### src/rtl/pito_pkg.sv
// Shared types and constants for the pito-side AXI initiator bridge.
//
// Holds the bridge FSM state enum, the fixed AXI attribute constants and the
// soc crossbar channel structs (id 6, addr 32, data 32, user 1).
package pito_pkg;

    typedef enum logic [2:0] {
        StIdle,
        StWr,
        StWrResp,
        StRdAddr,
        StRdData,
        StDone
    } m2a_state_e;

    localparam logic [2:0]  M2A_SIZE_WORD    = 3'b010;
    localparam int unsigned M2A_RESP_ERR_BIT = 1;
    localparam logic [1:0]  M2A_BURST_INCR   = 2'b01;

    localparam int unsigned SocIdWidth   = 6;
    localparam int unsigned SocAddrWidth = 32;
    localparam int unsigned SocDataWidth = 32;
    localparam int unsigned SocUserWidth = 1;

    typedef struct packed {
        logic [SocIdWidth-1:0]   id;
        logic [SocAddrWidth-1:0] addr;
        logic [7:0]              len;
        logic [2:0]              size;
        logic [1:0]              burst;
        logic                    lock;
        logic [3:0]              cache;
        logic [2:0]              prot;
        logic [3:0]              qos;
        logic [3:0]              region;
        logic [5:0]              atop;
        logic [SocUserWidth-1:0] user;
    } soc_aw_chan_t;

    typedef struct packed {
        logic [SocDataWidth-1:0]   data;
        logic [SocDataWidth/8-1:0] strb;
        logic                      last;
        logic [SocUserWidth-1:0]   user;
    } soc_w_chan_t;

    typedef struct packed {
        logic [SocIdWidth-1:0]   id;
        logic [1:0]              resp;
        logic [SocUserWidth-1:0] user;
    } soc_b_chan_t;

    typedef struct packed {
        logic [SocIdWidth-1:0]   id;
        logic [SocAddrWidth-1:0] addr;
        logic [7:0]              len;
        logic [2:0]              size;
        logic [1:0]              burst;
        logic                    lock;
        logic [3:0]              cache;
        logic [2:0]              prot;
        logic [3:0]              qos;
        logic [3:0]              region;
        logic [SocUserWidth-1:0] user;
    } soc_ar_chan_t;

    typedef struct packed {
        logic [SocIdWidth-1:0]   id;
        logic [SocDataWidth-1:0] data;
        logic [1:0]              resp;
        logic                    last;
        logic [SocUserWidth-1:0] user;
    } soc_r_chan_t;

    typedef struct packed {
        soc_aw_chan_t aw;
        logic         aw_valid;
        soc_w_chan_t  w;
        logic         w_valid;
        logic         b_ready;
        soc_ar_chan_t ar;
        logic         ar_valid;
        logic         r_ready;
    } soc_req_t;

    typedef struct packed {
        logic        aw_ready;
        logic        ar_ready;
        logic        w_ready;
        logic        b_valid;
        soc_b_chan_t b;
        logic        r_valid;
        soc_r_chan_t r;
    } soc_resp_t;

endpackage

### src/rtl/pito_mem_to_axi_master.sv
// Initiator-side bridge: pito req/gnt/rvalid memory port -> AXI4 single-beat
// transactions, one outstanding at a time.
//
// Ports:
//   clk_i, rst_i        clock, asynchronous active-high reset
//   mem_req_i/gnt_o     request handshake (gnt only while idle)
//   mem_we_i/addr_i/be_i/wdata_i   request payload, registered on gnt
//   mem_rvalid_o        one-cycle completion pulse (reads and writes)
//   mem_rdata_o         read data, held until the next read completes
//   mem_err_o           completion carried SLVERR/DECERR
//   axi_req_o/resp_i    AXI channels towards a crossbar slave port
//   err_sticky_o        (PITO_M2A_POSTED_WRITE_EN only) sticky posted-write error
//
// Build option: define PITO_M2A_POSTED_WRITE_EN to acknowledge writes the cycle
// after grant and finish AW/W/B in the background.
module pito_mem_to_axi_master
    import pito_pkg::*;
#(
    parameter int unsigned          AxiIdWidth   = 6,
    parameter int unsigned          AxiAddrWidth = 32,
    parameter int unsigned          AxiDataWidth = 32,
    parameter int unsigned          AxiUserWidth = 1,
    parameter logic [AxiIdWidth-1:0] AxiId       = '0,
    parameter type                  axi_req_t    = soc_req_t,
    parameter type                  axi_resp_t   = soc_resp_t
) (
    input  logic                    clk_i,
    input  logic                    rst_i,
    input  logic                    mem_req_i,
    output logic                    mem_gnt_o,
    input  logic                    mem_we_i,
    input  logic [AxiAddrWidth-1:0] mem_addr_i,
    input  logic [3:0]              mem_be_i,
    input  logic [31:0]             mem_wdata_i,
    output logic                    mem_rvalid_o,
    output logic [31:0]             mem_rdata_o,
    output logic                    mem_err_o,
`ifdef PITO_M2A_POSTED_WRITE_EN
    output logic                    err_sticky_o,
`endif
    output axi_req_t                axi_req_o,
    input  axi_resp_t               axi_resp_i
);

    if (AxiDataWidth != 32) begin : g_dw_check
        $error("pito_mem_to_axi_master supports only 32-bit data");
    end
    if (AxiUserWidth < 1) begin : g_uw_check
        $error("pito_mem_to_axi_master needs AxiUserWidth >= 1");
    end

    m2a_state_e              state_q;
    logic [AxiAddrWidth-1:0] addr_q;
    logic [3:0]              be_q;
    logic [31:0]             wdata_q;
    logic                    aw_done_q;
    logic                    w_done_q;
    logic [31:0]             rdata_q;
    logic                    err_q;
`ifdef PITO_M2A_POSTED_WRITE_EN
    logic                    posted_q;
    logic                    err_sticky_q;
`endif

    // Valids are only high while the matching done flag is clear, so OR-ing in
    // the raw ready is the same as OR-ing in the handshake.
    logic aw_done_nx, w_done_nx;
    assign aw_done_nx = aw_done_q | axi_resp_i.aw_ready;
    assign w_done_nx  = w_done_q  | axi_resp_i.w_ready;

    always_ff @(posedge clk_i or posedge rst_i) begin
        if (rst_i) begin
            state_q      <= StIdle;
            addr_q       <= '0;
            be_q         <= '0;
            wdata_q      <= '0;
            aw_done_q    <= 1'b0;
            w_done_q     <= 1'b0;
            rdata_q      <= '0;
            err_q        <= 1'b0;
`ifdef PITO_M2A_POSTED_WRITE_EN
            posted_q     <= 1'b0;
            err_sticky_q <= 1'b0;
`endif
        end else begin
`ifdef PITO_M2A_POSTED_WRITE_EN
            posted_q <= 1'b0;
`endif
            unique case (state_q)
                StIdle: begin
                    if (mem_req_i) begin
                        addr_q    <= {mem_addr_i[AxiAddrWidth-1:2], 2'b00};
                        be_q      <= mem_be_i;
                        wdata_q   <= mem_wdata_i;
                        aw_done_q <= 1'b0;
                        w_done_q  <= 1'b0;
                        err_q     <= 1'b0;
                        state_q   <= mem_we_i ? StWr : StRdAddr;
`ifdef PITO_M2A_POSTED_WRITE_EN
                        posted_q  <= mem_we_i;
`endif
                    end
                end
                StWr: begin
                    aw_done_q <= aw_done_nx;
                    w_done_q  <= w_done_nx;
                    if (aw_done_nx && w_done_nx) begin
                        state_q <= StWrResp;
                    end
                end
                StWrResp: begin
                    if (axi_resp_i.b_valid) begin
`ifdef PITO_M2A_POSTED_WRITE_EN
                        // Completion was already reported; only the sticky flag
                        // can carry the error now.
                        err_sticky_q <= err_sticky_q | axi_resp_i.b.resp[M2A_RESP_ERR_BIT];
                        state_q      <= StIdle;
`else
                        err_q   <= axi_resp_i.b.resp[M2A_RESP_ERR_BIT];
                        state_q <= StDone;
`endif
                    end
                end
                StRdAddr: begin
                    if (axi_resp_i.ar_ready) begin
                        state_q <= StRdData;
                    end
                end
                StRdData: begin
                    if (axi_resp_i.r_valid) begin
                        rdata_q <= axi_resp_i.r.data;
                        err_q   <= axi_resp_i.r.resp[M2A_RESP_ERR_BIT];
                        state_q <= StDone;
                    end
                end
                StDone:  state_q <= StIdle;
                default: state_q <= StIdle;
            endcase
        end
    end

    assign mem_gnt_o   = mem_req_i && (state_q == StIdle);
    assign mem_rdata_o = rdata_q;
    assign mem_err_o   = err_q;
`ifdef PITO_M2A_POSTED_WRITE_EN
    assign mem_rvalid_o = (state_q == StDone) || posted_q;
    assign err_sticky_o = err_sticky_q;
`else
    assign mem_rvalid_o = (state_q == StDone);
`endif

    always_comb begin
        axi_req_o = '0;

        axi_req_o.aw.id    = AxiId;
        axi_req_o.aw.addr  = addr_q;
        axi_req_o.aw.size  = M2A_SIZE_WORD;
        axi_req_o.aw.burst = M2A_BURST_INCR;
        axi_req_o.aw_valid = (state_q == StWr) && !aw_done_q;

        axi_req_o.w.data   = wdata_q;
        axi_req_o.w.strb   = be_q;
        axi_req_o.w.last   = 1'b1;
        axi_req_o.w_valid  = (state_q == StWr) && !w_done_q;

        axi_req_o.b_ready  = (state_q == StWrResp);

        axi_req_o.ar.id    = AxiId;
        axi_req_o.ar.addr  = addr_q;
        axi_req_o.ar.size  = M2A_SIZE_WORD;
        axi_req_o.ar.burst = M2A_BURST_INCR;
        axi_req_o.ar_valid = (state_q == StRdAddr);

        axi_req_o.r_ready  = (state_q == StRdData);
    end

    logic unused_bits;
    assign unused_bits = ^{mem_addr_i[1:0], axi_resp_i.b.id, axi_resp_i.b.resp[0],
                           axi_resp_i.b.user, axi_resp_i.r.id, axi_resp_i.r.resp[0],
                           axi_resp_i.r.last, axi_resp_i.r.user};

endmodule

### config.mk
export PLATFORM = sky130hd
export DESIGN_NAME = pito_mem_to_axi_master
export DESIGN_NICKNAME = d
export VERILOG_FILES = /design/src/rtl/pito_pkg.sv /design/src/rtl/pito_mem_to_axi_master.sv
export SDC_FILE = /design/constraint.sdc
export NUM_CORES = 1
export LEC_CHECK = 0
export BUFFER_PORTS_ARGS = -buffer_cell sky130_fd_sc_hd__buf_2
export CORE_AREA = 2 2 135 137
export CTS_BUF_LIST = sky130_fd_sc_hd__clkbuf_8
export DETAILED_ROUTE_END_ITERATION = 12
export DIE_AREA = 0 0 137 139
export SLEW_MARGIN = 5
export SYNTH_ARGS = -nofsm -noshare
export SYNTH_HDL_FRONTEND = slang
export SYNTH_SLANG_ARGS = --single-unit
export TNS_END_PERCENT = 30
### constraint.sdc
create_clock -name clk_i -period 4.13 [get_ports clk_i]
set_clock_uncertainty 0.1 [all_clocks]
set_input_delay 0.826 -clock clk_i [delete_from_list [all_inputs] [get_ports clk_i]]
set_output_delay 0.826 -clock clk_i [all_outputs]
set_load 0.05 [all_outputs]
==> results of run 1 <==
==> final timing paths <==
kind / depth (start not counted) / slack, ns / endpoint / start
max reg2reg: 4 / 1.58 / mem_rdata_o[28] / state_q[0]
min: 1 / 0.39 / wdata_q[3] / wdata_q[3]
min reg2reg: 1 / 0.39 / wdata_q[3] / wdata_q[3]
max in group asynchronous: 3 / 2.63 / mem_rdata_o[28] / rst_i
min in group asynchronous: 2 / 0.43 / mem_rdata_o[20] / rst_i
max: 4 / 1.36 / mem_gnt_o / mem_req_i
==> state kept, by name (all words and copies together) (netlist names) <==
signal       count
addr_q          30
w_done_q         1
mem_err_o        1
state_q          3
be_q             4
aw_done_q        1
wdata_q         32
mem_rdata_o     32
==> through the flow <==
step	utilization	worst slack [ns]
finish	0.339	1.36
floorplan	-	0.472
global route	0.339	1.28
detailed placement	0.328	1.33
CTS	0.339	1.30
global placement	0.328	1.33
==> metal layers <==
layer,vias up,share of wire,global-route usage
met4,0,0.016,0.0336
met2,176,0.50,0.181
met1,1543,0.39,0.117
li1,1464,-,-
met3,11,0.096,0.0391
met5,-,0,0
==> cells in the mapped netlist <==
master / count
sky130_fd_sc_hd__nor2_1: 7
sky130_fd_sc_hd__buf_2: 1
sky130_fd_sc_hd__o22ai_1: 1
sky130_fd_sc_hd__mux2_1: 29
sky130_fd_sc_hd__o221ai_1: 1
sky130_fd_sc_hd__buf_4: 120
sky130_fd_sc_hd__and2_1: 1
sky130_fd_sc_hd__o32a_1: 1
sky130_fd_sc_hd__nand3_1: 1
sky130_fd_sc_hd__a31o_2: 1
sky130_fd_sc_hd__clkbuf_1: 1
sky130_fd_sc_hd__nand2_1: 6
sky130_fd_sc_hd__conb_1: 2
sky130_fd_sc_hd__buf_6: 2
sky130_fd_sc_hd__nand2b_1: 2
sky130_fd_sc_hd__a21oi_1: 4
sky130_fd_sc_hd__a221o_1: 1
sky130_fd_sc_hd__nor3_1: 1
sky130_fd_sc_hd__nor3b_2: 1
sky130_fd_sc_hd__mux2_2: 69
sky130_fd_sc_hd__inv_1: 2
sky130_fd_sc_hd__or3b_4: 1
sky130_fd_sc_hd__nor2_4: 1
sky130_fd_sc_hd__and3_1: 1
sky130_fd_sc_hd__dfrtp_1: 104
sky130_fd_sc_hd__mux2i_1: 1
sky130_fd_sc_hd__o2111ai_1: 1
sky130_fd_sc_hd__nor3b_1: 1
sky130_fd_sc_hd__buf_12: 3
==> logic make-up (layout without fill, tap and decap cells) <==
kind of cell,count (synthesis),in the layout,synth area share
buffers and inverters,129,266,0.203
flip-flops,104,104,0.529
AO/OA/AOI/OAI,10,10,0.0147
other,2,84,0.00153
AND/OR/NAND/NOR,23,23,0.0257
multiplexers,99,99,0.226
==> cell type report <==
type	instances	share of cell area
Multi-Input combinational cell	216	0.272
Sequential cell	104	0.434
Inverter	2	0.00167
Timing Repair Buffer	248	0.211
Clock inverter	7	0.0132
Tap cell	229	0.0478
Clock buffer	9	0.0207
==> placed cells by master, fill, tap and decap left out, types with 2 or more instances in the layout <==
| master | count |
|---|---|
| sky130_fd_sc_hd__nor2_1 | 7 |
| sky130_fd_sc_hd__buf_4 | 3 |
| sky130_fd_sc_hd__nand2b_1 | 2 |
| sky130_fd_sc_hd__conb_1 | 84 |
| sky130_fd_sc_hd__inv_6 | 2 |
| sky130_fd_sc_hd__clkbuf_8 | 9 |
| sky130_fd_sc_hd__mux2_1 | 29 |
| sky130_fd_sc_hd__buf_2 | 244 |
| sky130_fd_sc_hd__mux2_2 | 69 |
| sky130_fd_sc_hd__clkinv_4 | 3 |
| sky130_fd_sc_hd__dfrtp_1 | 104 |
| sky130_fd_sc_hd__nand2_1 | 6 |
| sky130_fd_sc_hd__a21oi_1 | 4 |
==> run summary, run 1 <==
The filler cells instantiated in the layout total 1781. The number of placed I/O pins is 348. The number of max-capacitance violations reported is 0.

The final worst-path cycle share is 0.670. The maximum number of pins on one net before global-route repair came out at 67. The number of global-route vias before repair came out at 3004.

The signal arrival time at the worst endpoint came out at 1.84 ns. The total count of hold-check failures in the final report came out at 0. The min-delay analysis places its worst path in the category flop to flop. The sequential cell area fraction in the yosys report is 0.529. The aggregate global routing overflow came out at 0.

Counting both buffers and inverters, the worst setup path holds a total of 2. The worst setup path is captured at an output port. The biggest area contributor in the post-synthesis netlist is sky130_fd_sc_hd__dfrtp_1. The die covers 19000 um^2. Using the TritonRoute via totals, the vias-per-cell ratio works out to 3.92. The multi-input combinational cell area is 1630 um^2. The setup path with the least slack is of type input port to output port. The cell that appears most often on the critical path is sky130_fd_sc_hd__buf_2.

The post-detailed-routing wire length came out at 10.2 mm. The floorplan step set the die height to 139 um. The area added between synthesis and finish came out at 21.8%. The first-pass iteration count of the detailed router came out at 4. The number of buffers added to fix hold violations after cts came out at 0. The placed instance count came out at 799. For this run, the total global-route usage over all layers was measured as 0.104. The minimum hold slack came out at 0.386 ns. The final routed wire length divided by cell count is 12.6 um. The critical path goes through buf_2 > or3b_4 > nor2_4 > buf_2.

The clock reaches the later pin of the worst-skew pair after 0.36 ns. The vias after detailed routing came out at 3194. The first-iteration detailed-routing DRC count came out at 50.

The distinct cell type count after synthesis came out at 29. Detailed placement ended at an HPWL of 7.68 mm. Setup repair after global routing left no endpoint under its margin.

STA classifies the critical path startpoint as an input port. At the end of the flow, the number of nets in the layout was 709. The initial antenna violation count is 0. The worst-margin pin slew is 0.807 ns. The maximum fanout encountered on the critical timing path is 3. The post-synthesis sequential element count came out at 104. The number of failing setup endpoints in the final timing report is 0.

The cell count after synthesis came out at 367. The DRC violation count after routing is 0. The run finished with clean final reports. The share of cells above drive strength 1 came out at 0.577.

On the critical path, the stage with the largest delay is an instance of sky130_fd_sc_hd__or3b_4. Summing every instance area after synthesis gives 4920 um^2. The post-route cell area is 5990 um^2. The worst-case headroom to the max-slew limit is 0.462. After synthesis, the cell types taking the most area are sky130_fd_sc_hd__dfrtp_1, sky130_fd_sc_hd__buf_4, sky130_fd_sc_hd__mux2_2.

The number of warnings issued by yosys is 0. The maximum level of the CTS H-tree is 3. The largest single stage delay on the critical path is 0.41 ns.

The site row count is 49. The global-route wire length before repair is 15.4 mm. The summed negative setup slack over all endpoints is 0 ns. The number of gates given a new drive strength after cts is 0. The maximum frequency from static timing analysis is 361 MHz. Summing all flip-flop and latch instances after layout gives 2600 um^2. The clock tree from TritonCTS is built.

The final critical delay including setup and external delays came out at 2.77 ns. The core area came out at 17700 um^2. The number of I/O port buffers came out at 244. The final cell count without fillers is 815. The weighted congestion at the end of routability-driven global placement came out at 0.724. The clock passes through at most 2 buffers.

The number of diodes is 0. The average instance in the mapped netlist occupies 13.4 um^2. The die width is 137 um. The placed instances occupy a cell area of 5790 um^2. The initial cell density of the core is 0.279.

The share of synthesized area in the top cell type comes to 0.529. STA puts the critical path data required time at 3.20 ns. The setup fix buffers added after clock tree synthesis is 0.

The cell at the root of the clock tree is sky130_fd_sc_hd__clkbuf_8. The clock-pin slew on the worst setup and hold paths came out at 0.11 ns. The number of slew-limit violations in the final report came to 0. The number of clock buffers inserted by TritonCTS is 9. In this design, the largest share of critical-path delay is due to simple AND/OR/NAND/NOR gates. The antenna violation net count after detailed routing is 0. The number of sinks driven by the clock tree is 104.
Power of run 1 is not shown: default switching activity piles up to over one toggle a cycle in this logic, so the estimate is an artifact.
==> run 2, diff against run 1 <==
- clock period: 4.13 -> 2.4 ns (I/O delays scaled with it)
==> run summary, run 2 (synthesis results as in run 1) <==
The run finished with clean final reports. The critical path buffer and inverter count came out at 1. The number of I/O port buffers is 244.

The worst hold path belongs to the class input port to async pin. The class of the most critical setup path is flop to output port. The antenna violation net count after detailed routing is 0.

The initial cell density of the core is 0.279. The initial antenna violation count came out at 0. Data arrives at the worst endpoint at 1.68 ns. In the final layout, the share of cells above drive strength 1 is 0.582. The number of buffers between clock root and the deepest sink is 2.

The overall routing resource usage came out at 0.104. The final critical delay including setup and external delays came out at 2.26 ns. The initialized floorplan defines 49 standard-cell rows.

The endpoint type of the worst setup path is an output port. The critical path goes through or3b_4 > nor2_4 > buf_4. The first-iteration detailed-routing DRC count came out at 97.

The count of filler cells inserted in the layout is 1783. The number of diodes is 0. The number of buffers added to fix hold violations after cts came out at 0. The aggregate global routing overflow came out at 0. The slowest stage of the critical path belongs to the cell sky130_fd_sc_hd__dfrtp_1. The number of global-route vias before repair came out at 2858.

The weighted congestion at the end of routability-driven global placement came out at 0.761. The tree is rooted in a sky130_fd_sc_hd__clkbuf_8. Leaving out fill and tap cells, the most frequent cell in the layout is sky130_fd_sc_hd__buf_2.

Setup repair after global routing left no endpoint under its margin. The library cells used most frequently in the layout, excluding fill and tap cells, are sky130_fd_sc_hd__buf_2, sky130_fd_sc_hd__dfrtp_1, sky130_fd_sc_hd__conb_1, sky130_fd_sc_hd__mux2_2, sky130_fd_sc_hd__mux2_1. The post-detailed-routing wire length is 10.1 mm. The die area is 19000 um^2. Broken down by cell family, the worst path's largest delay share belongs to simple AND/OR/NAND/NOR gates.

The total count of hold-check failures in the final report came to 0. At the pin with the least slew margin, the transition time is 0.569 ns. In this run the count of I/O pins placed on the die edge is 348. The global-route wire length before repair is 15.0 mm. The maximum frequency from static timing analysis came out at 443 MHz.

The maximum fanout encountered on the critical timing path is 6. The maximum number of pins on one net before global-route repair came out at 105. The critical path launch point type is a flop. Counting the buffers created by CTS gives 9. The core area is 17700 um^2. Detailed placement ended at an HPWL of 7.48 mm. TritonCTS built the clock tree. The number of slew-limit violations in the final report is 0. The DRC violation count after routing is 0. The number of sinks driven by the clock tree came out at 104. The number of vias per cell is 3.87. The share of the core filled with cells is 0.343.

The reg2reg setup slack came out at 0.30 ns. In the final routed layout, each cell accounts on average for 12.3 um. The maximum level of the CTS H-tree is 3. Measured against its own limit, the worst slew margin works out to 0.621. The required time of the critical path is 1.82 ns. The number of max-capacitance violations reported came out at 0. The first-pass iteration count of the detailed router is 4. At the later pin of the worst-skew pair, clock insertion delay measures 0.38 ns.

In this design, the stage delay of the slowest critical-path cell is 0.46 ns. The clock-pin slew on the worst setup and hold paths came out at 0.10 ns. The area growth from synthesis to layout is 23.2%. The final-stage net count came out at 714. The die is 137 um wide. The final worst-path cycle share is 0.941.

The vias after detailed routing is 3176. The number of failing setup endpoints in the final timing report came out at 0. The vertical die dimension is 139 um.
## run 2: area by class of cell
cell class / instances / area (um^2) / share of cell area
Inverter: 2 / 11.3 / 0.00186
Tap cell: 229 / 287 / 0.0473
Sequential cell: 104 / 2600 / 0.429
Timing Repair Buffer: 253 / 1320 / 0.218
Clock buffer: 10 / 138 / 0.0227
Clock inverter: 6 / 75.1 / 0.0124
Multi-Input combinational cell: 216 / 1630 / 0.269
## run 2: through the flow
stage          hold slack (ns)  area, um^2  std cells  worst slack (ns)  TNS, ns
3_5_place_dp             0.369        5830        803             0.173        0
6_report                 0.134        6060        820             0.141        0
2_1_floorplan            0.422        5230        449           -0.0708  -0.0708
4_1_cts                  0.140        6060        820            0.0520        0
3_3_place_gp             0.363        5830        803             0.167        0
5_1_grt                  0.159        6060        820            0.0329        0
## run 2: worst paths after layout
check	startpoint	end	cells after the start
max in group asynchronous	rst_i	wdata_q[2]	3
setup reg to reg	state_q[2]	wdata_q[20]	5
hold reg to reg	be_q[2]	be_q[2]	1
setup / recovery	state_q[2]	mem_gnt_o	3
min in group clk_i	mem_wdata_i[6]	wdata_q[6]	2
hold / removal	rst_i	addr_q[22]	3
## run 2: tightest hold or removal path, delay by kind of cell
kind	cells	cell delay (ns)
buf+inv	3	0.59
## run 2: what timing repair did
item | in CTS | in global routing
hold endpoints to repair | 0 | 0
pin swaps | 1 | 0
resized for setup | 1 | 2
buffers inserted | 1 | 0
setup endpoints to repair | 1 | 2
gates cloned | 0 | 0
## run 2: layer usage
layer	track usage	up-vias	share of wire	wire length, um
met3	0.0358	15	0.091	915
met4	0.0548	0	0.023	227
met2	0.172	168	0.50	5040
met1	0.117	1517	0.39	3890
met5	0	-	0	0
li1	-	1476	-	-
Power of run 2 is left out for the same reason.
